===== src/rtl/const_div_pkg.sv =====
`default_nettype none
// ============================================================================
//  Module      : const_div_pkg
//  Description : Shared helpers for the constant-divisor divmod pipeline.
//                num_stages() gives the number of radix-2^K digit stages,
//                rem_width() the remainder width, params_ok() the legal
//                parameter range used for elaboration checks.
//  Revision    : 1.0 - initial release
// ============================================================================
package const_div_pkg;

    localparam int c_K_MIN = 1;
    localparam int c_K_MAX = 8;
    localparam int c_D_MIN = 2;

    // ceil(w / k): one stage per K-bit digit of the zero-extended operand.
    function automatic int num_stages(input int w, input int k);
        return (w + k - 1) / k;
    endfunction

    // A remainder is always < d, so $clog2(d) bits hold it.
    function automatic int rem_width(input int d);
        return $clog2(d);
    endfunction

    // Divisor must fit in the operand; for w >= 31 every positive int fits.
    function automatic bit params_ok(input int w, input int d, input int k, input int tagw);
        bit ok;
        ok = (w >= 2) && (tagw >= 1) && (k >= c_K_MIN) && (k <= c_K_MAX) && (d >= c_D_MIN);
        if (w < 31) begin
            ok = ok && (d < (1 << w));
        end
        return ok;
    endfunction

endpackage
`default_nettype wire


===== src/rtl/const_divmod_digit.sv =====
`default_nettype none
// ============================================================================
//  Module      : const_divmod_digit
//  Description : One combinational radix-2^K long-division step by the
//                constant D. Forms t = r*2^K + digit and returns
//                r_next = t mod D and q_digit = t / D.
//  Ports       : r       in  running remainder (< D)
//                digit   in  next K-bit dividend digit
//                r_next  out updated remainder
//                q_digit out quotient digit (always < 2^K because r < D)
//  Revision    : 1.0 - initial release
// ============================================================================
module const_divmod_digit
    import const_div_pkg::*;
#(
    parameter int D = 23,
    parameter int K = 4
) (
    input  logic [rem_width(D)-1:0] r,
    input  logic [K-1:0]            digit,
    output logic [rem_width(D)-1:0] r_next,
    output logic [K-1:0]            q_digit
);

    localparam int c_RW = rem_width(D);
    localparam int c_TW = c_RW + K;
    localparam logic [c_TW-1:0] c_DIV = c_TW'(D);

    logic [c_TW-1:0] w_partial;

    // Concatenation is r*2^K + digit; the divisor is constant so synthesis
    // reduces the divide/modulo to a small lookup of c_TW input bits.
    assign w_partial = {r, digit};
    assign r_next    = c_RW'(w_partial % c_DIV);
    assign q_digit   = K'(w_partial / c_DIV);

endmodule
`default_nettype wire


===== src/rtl/const_divmod_pipe.sv =====
`default_nettype none
// ============================================================================
//  Module      : const_divmod_pipe
//  Description : Pipelined quotient/remainder of a W-bit unsigned operand by
//                the compile-time constant D. One radix-2^K digit retired per
//                stage, MSB first; S = ceil(W/K) digit stages follow an input
//                register, so S+1 operands can be in flight. Valid/ready on
//                both sides with a single global advance (full backpressure).
//  Ports       : clk, rst            clock, synchronous active-high reset
//                in_valid/in_ready   operand handshake
//                in_x, in_tag        dividend and user tag
//                out_valid/out_ready result handshake
//                out_q, out_r        floor(x/D), x mod D
//                out_tag             tag of the operand this result belongs to
//  Revision    : 1.0 - initial release
// ============================================================================
module const_divmod_pipe
    import const_div_pkg::*;
#(
    parameter int W    = 16,
    parameter int D    = 23,
    parameter int K    = 4,
    parameter int TAGW = 1
) (
    input  logic                    clk,
    input  logic                    rst,
    input  logic                    in_valid,
    output logic                    in_ready,
    input  logic [W-1:0]            in_x,
    input  logic [TAGW-1:0]         in_tag,
    output logic                    out_valid,
    input  logic                    out_ready,
    output logic [W-1:0]            out_q,
    output logic [rem_width(D)-1:0] out_r,
    output logic [TAGW-1:0]         out_tag
);

    localparam int c_S  = num_stages(W, K);
    localparam int c_P  = c_S * K;
    localparam int c_RW = rem_width(D);

    if (!params_ok(W, D, K, TAGW)) begin : g_param_check
        $error("const_divmod_pipe: illegal parameters W=%0d D=%0d K=%0d TAGW=%0d", W, D, K, TAGW);
    end

    // Stage i holds a c_P-bit accumulator: the still-unconsumed dividend
    // digits in its upper part and the quotient digits produced so far in
    // its lower part. Each stage shifts one digit out at the top and one
    // quotient digit in at the bottom, so after c_S stages it is the quotient.
    logic                w_advance;
    logic                r_vld_q    [0:c_S];
    logic                w_vld_d    [0:c_S];
    logic [c_P-1:0]      r_acc_q    [0:c_S];
    logic [c_P-1:0]      w_acc_d    [0:c_S];
    logic [TAGW-1:0]     r_tag_q    [0:c_S];
    logic [TAGW-1:0]     w_tag_d    [0:c_S];
    logic [c_RW-1:0]     r_rem_q    [1:c_S];
    logic [c_RW-1:0]     w_rem_d    [1:c_S];
    logic [c_RW-1:0]     w_rem_in   [0:c_S-1];
    logic [c_RW-1:0]     w_rem_next [0:c_S-1];
    logic [K-1:0]        w_q_digit  [0:c_S-1];

    // The whole pipe moves together; a full output stage that is not being
    // popped freezes every stage, including the input register.
    assign w_advance = ~r_vld_q[c_S] | out_ready;
    assign in_ready  = w_advance;

    for (genvar i = 0; i < c_S; i++) begin : g_stage
        if (i == 0) begin : g_first
            assign w_rem_in[i] = '0;
        end else begin : g_rest
            assign w_rem_in[i] = r_rem_q[i];
        end

        const_divmod_digit #(
            .D (D),
            .K (K)
        ) u_digit (
            .r       (w_rem_in[i]),
            .digit   (r_acc_q[i][c_P-1 -: K]),
            .r_next  (w_rem_next[i]),
            .q_digit (w_q_digit[i])
        );
    end

    always_comb begin
        // Operand zero-extended to c_P bits so digit 0 is the top K bits.
        w_vld_d[0] = in_valid;
        w_acc_d[0] = c_P'(in_x);
        w_tag_d[0] = in_tag;
        for (int i = 1; i <= c_S; i++) begin
            w_vld_d[i] = r_vld_q[i-1];
            w_acc_d[i] = (r_acc_q[i-1] << K) | c_P'(w_q_digit[i-1]);
            w_rem_d[i] = w_rem_next[i-1];
            w_tag_d[i] = r_tag_q[i-1];
        end
    end

    always_ff @(posedge clk) begin
        if (rst) begin
            for (int i = 0; i <= c_S; i++) begin
                r_vld_q[i] <= 1'b0;
                r_acc_q[i] <= '0;
                r_tag_q[i] <= '0;
            end
            for (int i = 1; i <= c_S; i++) begin
                r_rem_q[i] <= '0;
            end
        end else if (w_advance) begin
            for (int i = 0; i <= c_S; i++) begin
                r_vld_q[i] <= w_vld_d[i];
                r_acc_q[i] <= w_acc_d[i];
                r_tag_q[i] <= w_tag_d[i];
            end
            for (int i = 1; i <= c_S; i++) begin
                r_rem_q[i] <= w_rem_d[i];
            end
        end
    end

    // The top c_P-W quotient bits are always zero and are dropped.
    assign out_valid = r_vld_q[c_S];
    assign out_q     = W'(r_acc_q[c_S]);
    assign out_r     = r_rem_q[c_S];
    assign out_tag   = r_tag_q[c_S];

endmodule
`default_nettype wire


===== config.mk =====
export PLATFORM = sky130hd
export DESIGN_NAME = const_divmod_pipe
export DESIGN_NICKNAME = d
export VERILOG_FILES = /design/src/rtl/const_div_pkg.sv /design/src/rtl/const_divmod_digit.sv /design/src/rtl/const_divmod_pipe.sv
export SDC_FILE = /design/constraint.sdc
export NUM_CORES = 1
export LEC_CHECK = 0
export ABC_AREA = 1
export ABC_CLOCK_PERIOD_IN_PS = 5100
export CAP_MARGIN = 15
export CORE_MARGIN = 5
export CORE_UTILIZATION = 59
export CTS_CLUSTER_DIAMETER = 120
export DETAILED_ROUTE_END_ITERATION = 16
export PLACE_DENSITY = 0.86
export SLEW_MARGIN = 10
export SYNTH_ARGS = -nofsm -noshare
export SYNTH_HDL_FRONTEND = slang
export SYNTH_SLANG_ARGS = --single-unit

===== constraint.sdc =====
create_clock -name clk -period 5.1 [get_ports clk]
set_input_delay 1.02 -clock clk [delete_from_list [all_inputs] [get_ports clk]]
set_output_delay 1.02 -clock clk [all_outputs]
set_load 0.01 [all_outputs]

==> metrics.txt <==
CTS tree done; IO Pins 45; Crit path max-delay family simple AND/OR/NAND/NOR gates; Worst path max stage delay 470 ps; DR iter-0 viols 267; total congestion overflow 0; Clock Latency Late Sink 360 ps; pre-CTS setup slack 1240 ps; Die Area 11,900 sq um; crit path buf inv count 4; wire per inst 11.9 um; post-DP HPWL 7360 um; slowest cell on the critical path edfxtp_1; core area 9680 sq um; Min Clock Period, post-route 3910 ps; port bufs 40; kind of start point of the critical path flip-flop; DRT Wirelength 10,200 um; largest net degree at the start of global routing 55; antenna fix cells 0; via count 4,335; Setup TNS 0 ps; critical path type flip-flop to flip-flop; met2 usage in global routing 0.336; M1 GR Usage 0.220; Peak VDD IR 375 uV; maximum clock frequency 256 MHz; Avg Inst Size Synth 8.38 sq um; status finished, final reports clean; gr usage total 0.189; busiest grt layer met2; Synth cell types 34; Setup crit start r_rem_q[0][15]$_SDFFCE_PN0P_; Seq/Total Area, Yosys 0.482; yosys warns 0; vias in the first global route 4,362; first-pass detailed-route iteration total 5; Final ANT Viol Nets 0; Hold Crit Start r_acc_q[0][4]$_SDFFCE_PN0P_; layout cells sized above 1 0.147; number of instances in the placed design 843; setup repair bufs after CTS 0; register bit total from synthesis 93; Final Cycle Share 0.766; clk buf depth 2; cell area after layout 6450 sq um; clock sinks 93; CTS resizes 0; Hold Fails Final Rpt 0; final worst slack 1190 ps; RSZ-0062 raised after global routing false; crit path max fanout 7; reg2reg start r_rem_q[0][15]$_SDFFCE_PN0P_; Initial Utilization 0.598; post-synthesis instance area 5800 sq um; met3 Resource Use GR 0.0438; Hold Buf Count CTS 0; Post-Place Cell Area 6240 sq um; DRC violations left 0; first-pass GRT wire length 18,100 um; H-tree depth 3; Max Slew Vio Count 0; Worst-path clk slew 110 ps; area grow syn2layout 11.2%; clock root buffer clkbuf_8; Slew @ Worst Pin 753 ps; Routability Congestion 0.899; fin nets 750; CP most frequent cell nand2_4; setup violators final 0; critical path data required time 5210 ps; Die X 109 um; WHS 550 ps; Pwr Density 527 nW/um^2; Worst Setup End Kind flip-flop; final std cells w/o fill 859; CTS buffer count 9; FILL cells 750; DR vias/cell 5.05; die height 109 um; Rel. slew slack 0.498; final clock skew 13.1 ps; FP Rows 36; post-synthesis cell count 692; Max-Cap Viols 0; Lkg Pwr 2.98 nW; initial antenna violation count 0; arrival time worst endpoint 4020 ps; worst min-delay path category flip-flop to flip-flop
-- where the power goes --
group,internal (W),total [W],switching (W),leakage (nW)
logic,0.000657,0.00187,0.00121,1.77
clock network,0.000197,0.000501,0.000304,0.105
registers,0.000972,0.00103,0.0000531,1.11
-- flip-flops by register name (all words and copies together), names as in the netlist --
| register | flops |
|---|---|
| r_rem_q | 19 |
| r_acc_q | 64 |
| r_tag_q | 5 |
| r_vld_q | 5 |
-- routing by layer --
layer / share of wire / vias up / wire length, um
li1: - / 2210 / -
met1: 0.43 / 1984 / 4340
met2: 0.51 / 125 / 5180
met3: 0.050 / 16 / 511
met4: 0.016 / 0 / 160
met5: 0 / - / 0
-- cells by family (layout without fill, tap and decap cells) --
| kind of cell | count (synthesis) | count (layout) | synth area share |
|---|---|---|---|
| and+or+nand+nor | 347 | 347 | 0.297 |
| buffers and inverters | 171 | 202 | 0.122 |
| DFF | 93 | 93 | 0.482 |
| AOI/OAI and AO/OA | 55 | 55 | 0.0559 |
| xor gates and xnor gates | 17 | 17 | 0.0257 |
| adders and majority gates | 8 | 8 | 0.0173 |
| other | 1 | 4 | 0.000647 |
-- final timing paths --
kind / endpoint / slack (ps) / cells after the start
max: r_rem_q[0][22]$_SDFFCE_PN0P_ / 1190 / 26
min: r_acc_q[0][24]$_SDFFCE_PN0P_ / 550 / 2
max reg2reg: r_rem_q[0][22]$_SDFFCE_PN0P_ / 1190 / 26
min reg2reg: r_acc_q[0][24]$_SDFFCE_PN0P_ / 550 / 2
-- layout by cell type, fill, tap and decap left out, types with 19 or more instances in the layout --
cell / netlist / layout
nor2_1: 104 / 104
clkdlybuf4s50_1: 0 / 40
edfxtp_1: 93 / 93
nand2_1: 120 / 119
o21ai_0: 19 / 19
a21oi_1: 20 / 20
inv_1: 131 / 131
nand3_1: 47 / 46
nand2_2: 35 / 36
-- area by class of cell --
type	instances	area [sq um]	area share
sequential	93	2790	0.433
inverter	144	541	0.0838
timing repair buffer	42	415	0.0644
clock buffer	9	124	0.0192
clock inverter	7	86.3	0.0134
tap	133	166	0.0258
multi-input combinational	431	2320	0.360
-- metrics by stage --
step	utilization	total power, W
finish	0.666	0.00340
global route	0.666	0.00369
CTS	0.666	0.00339
detailed placement	0.644	0.00288
global placement	0.644	0.00277
floorplan	-	0.00255
-- worst register-to-register path, stage by stage (launching register included) --
cell,delay [ps]
edfxtp_1,470
ha_1,250
nand2_1,90
clkinv_1,110
nand3_2,90
nand2_4,90
nand2_4,90
nand2_2,80
nand2_4,90
inv_2,60
o211ai_1,250
nand3_1,210
o21ai_0,280
nand3_1,90
o21ai_0,140
inv_1,170
nand2_4,140
nand2_1,70
nand2_2,90
inv_1,60
ha_1,210
nand3_1,100
nand2_2,80
nand2_4,90
nand3_4,110
nand2_2,80
a21oi_2,40
-- Yosys cell counts --
| cell type | number | area [sq um] |
|---|---|---|
| inv_1 | 131 | 492 |
| nand2_1 | 120 | 450 |
| nor2_1 | 104 | 390 |
| edfxtp_1 | 93 | 2790 |
| nand3_1 | 47 | 235 |
| nand2_2 | 35 | 219 |
| a21oi_1 | 20 | 100 |
| o21ai_0 | 19 | 95.1 |
| buf_4 | 17 | 128 |
| nand2_4 | 13 | 146 |
| xor2_1 | 13 | 114 |
| inv_2 | 12 | 45.0 |
| clkbuf_1 | 9 | 33.8 |
| ha_1 | 8 | 100 |
| nand4_1 | 6 | 37.5 |
| nand3_2 | 5 | 50.1 |
| nor2_2 | 5 | 31.3 |
| nor2_4 | 5 | 56.3 |
| a21oi_2 | 4 | 35.0 |
| nand3_4 | 4 | 70.1 |
| xnor2_1 | 4 | 35.0 |
| o211ai_1 | 3 | 22.5 |
| o21ai_1 | 3 | 15.0 |
| o21ai_2 | 2 | 17.5 |
| a21boi_0 | 1 | 7.51 |
| a21o_1 | 1 | 7.51 |
| a21oi_4 | 1 | 16.3 |
| and2_1 | 1 | 6.26 |
| buf_2 | 1 | 5.00 |
| clkinv_1 | 1 | 3.75 |
| conb_1 | 1 | 3.75 |
| nor2_8 | 1 | 20.0 |
| nor4_1 | 1 | 6.26 |
| o21a_1 | 1 | 7.51 |
(Power assumes the default switching activity.)
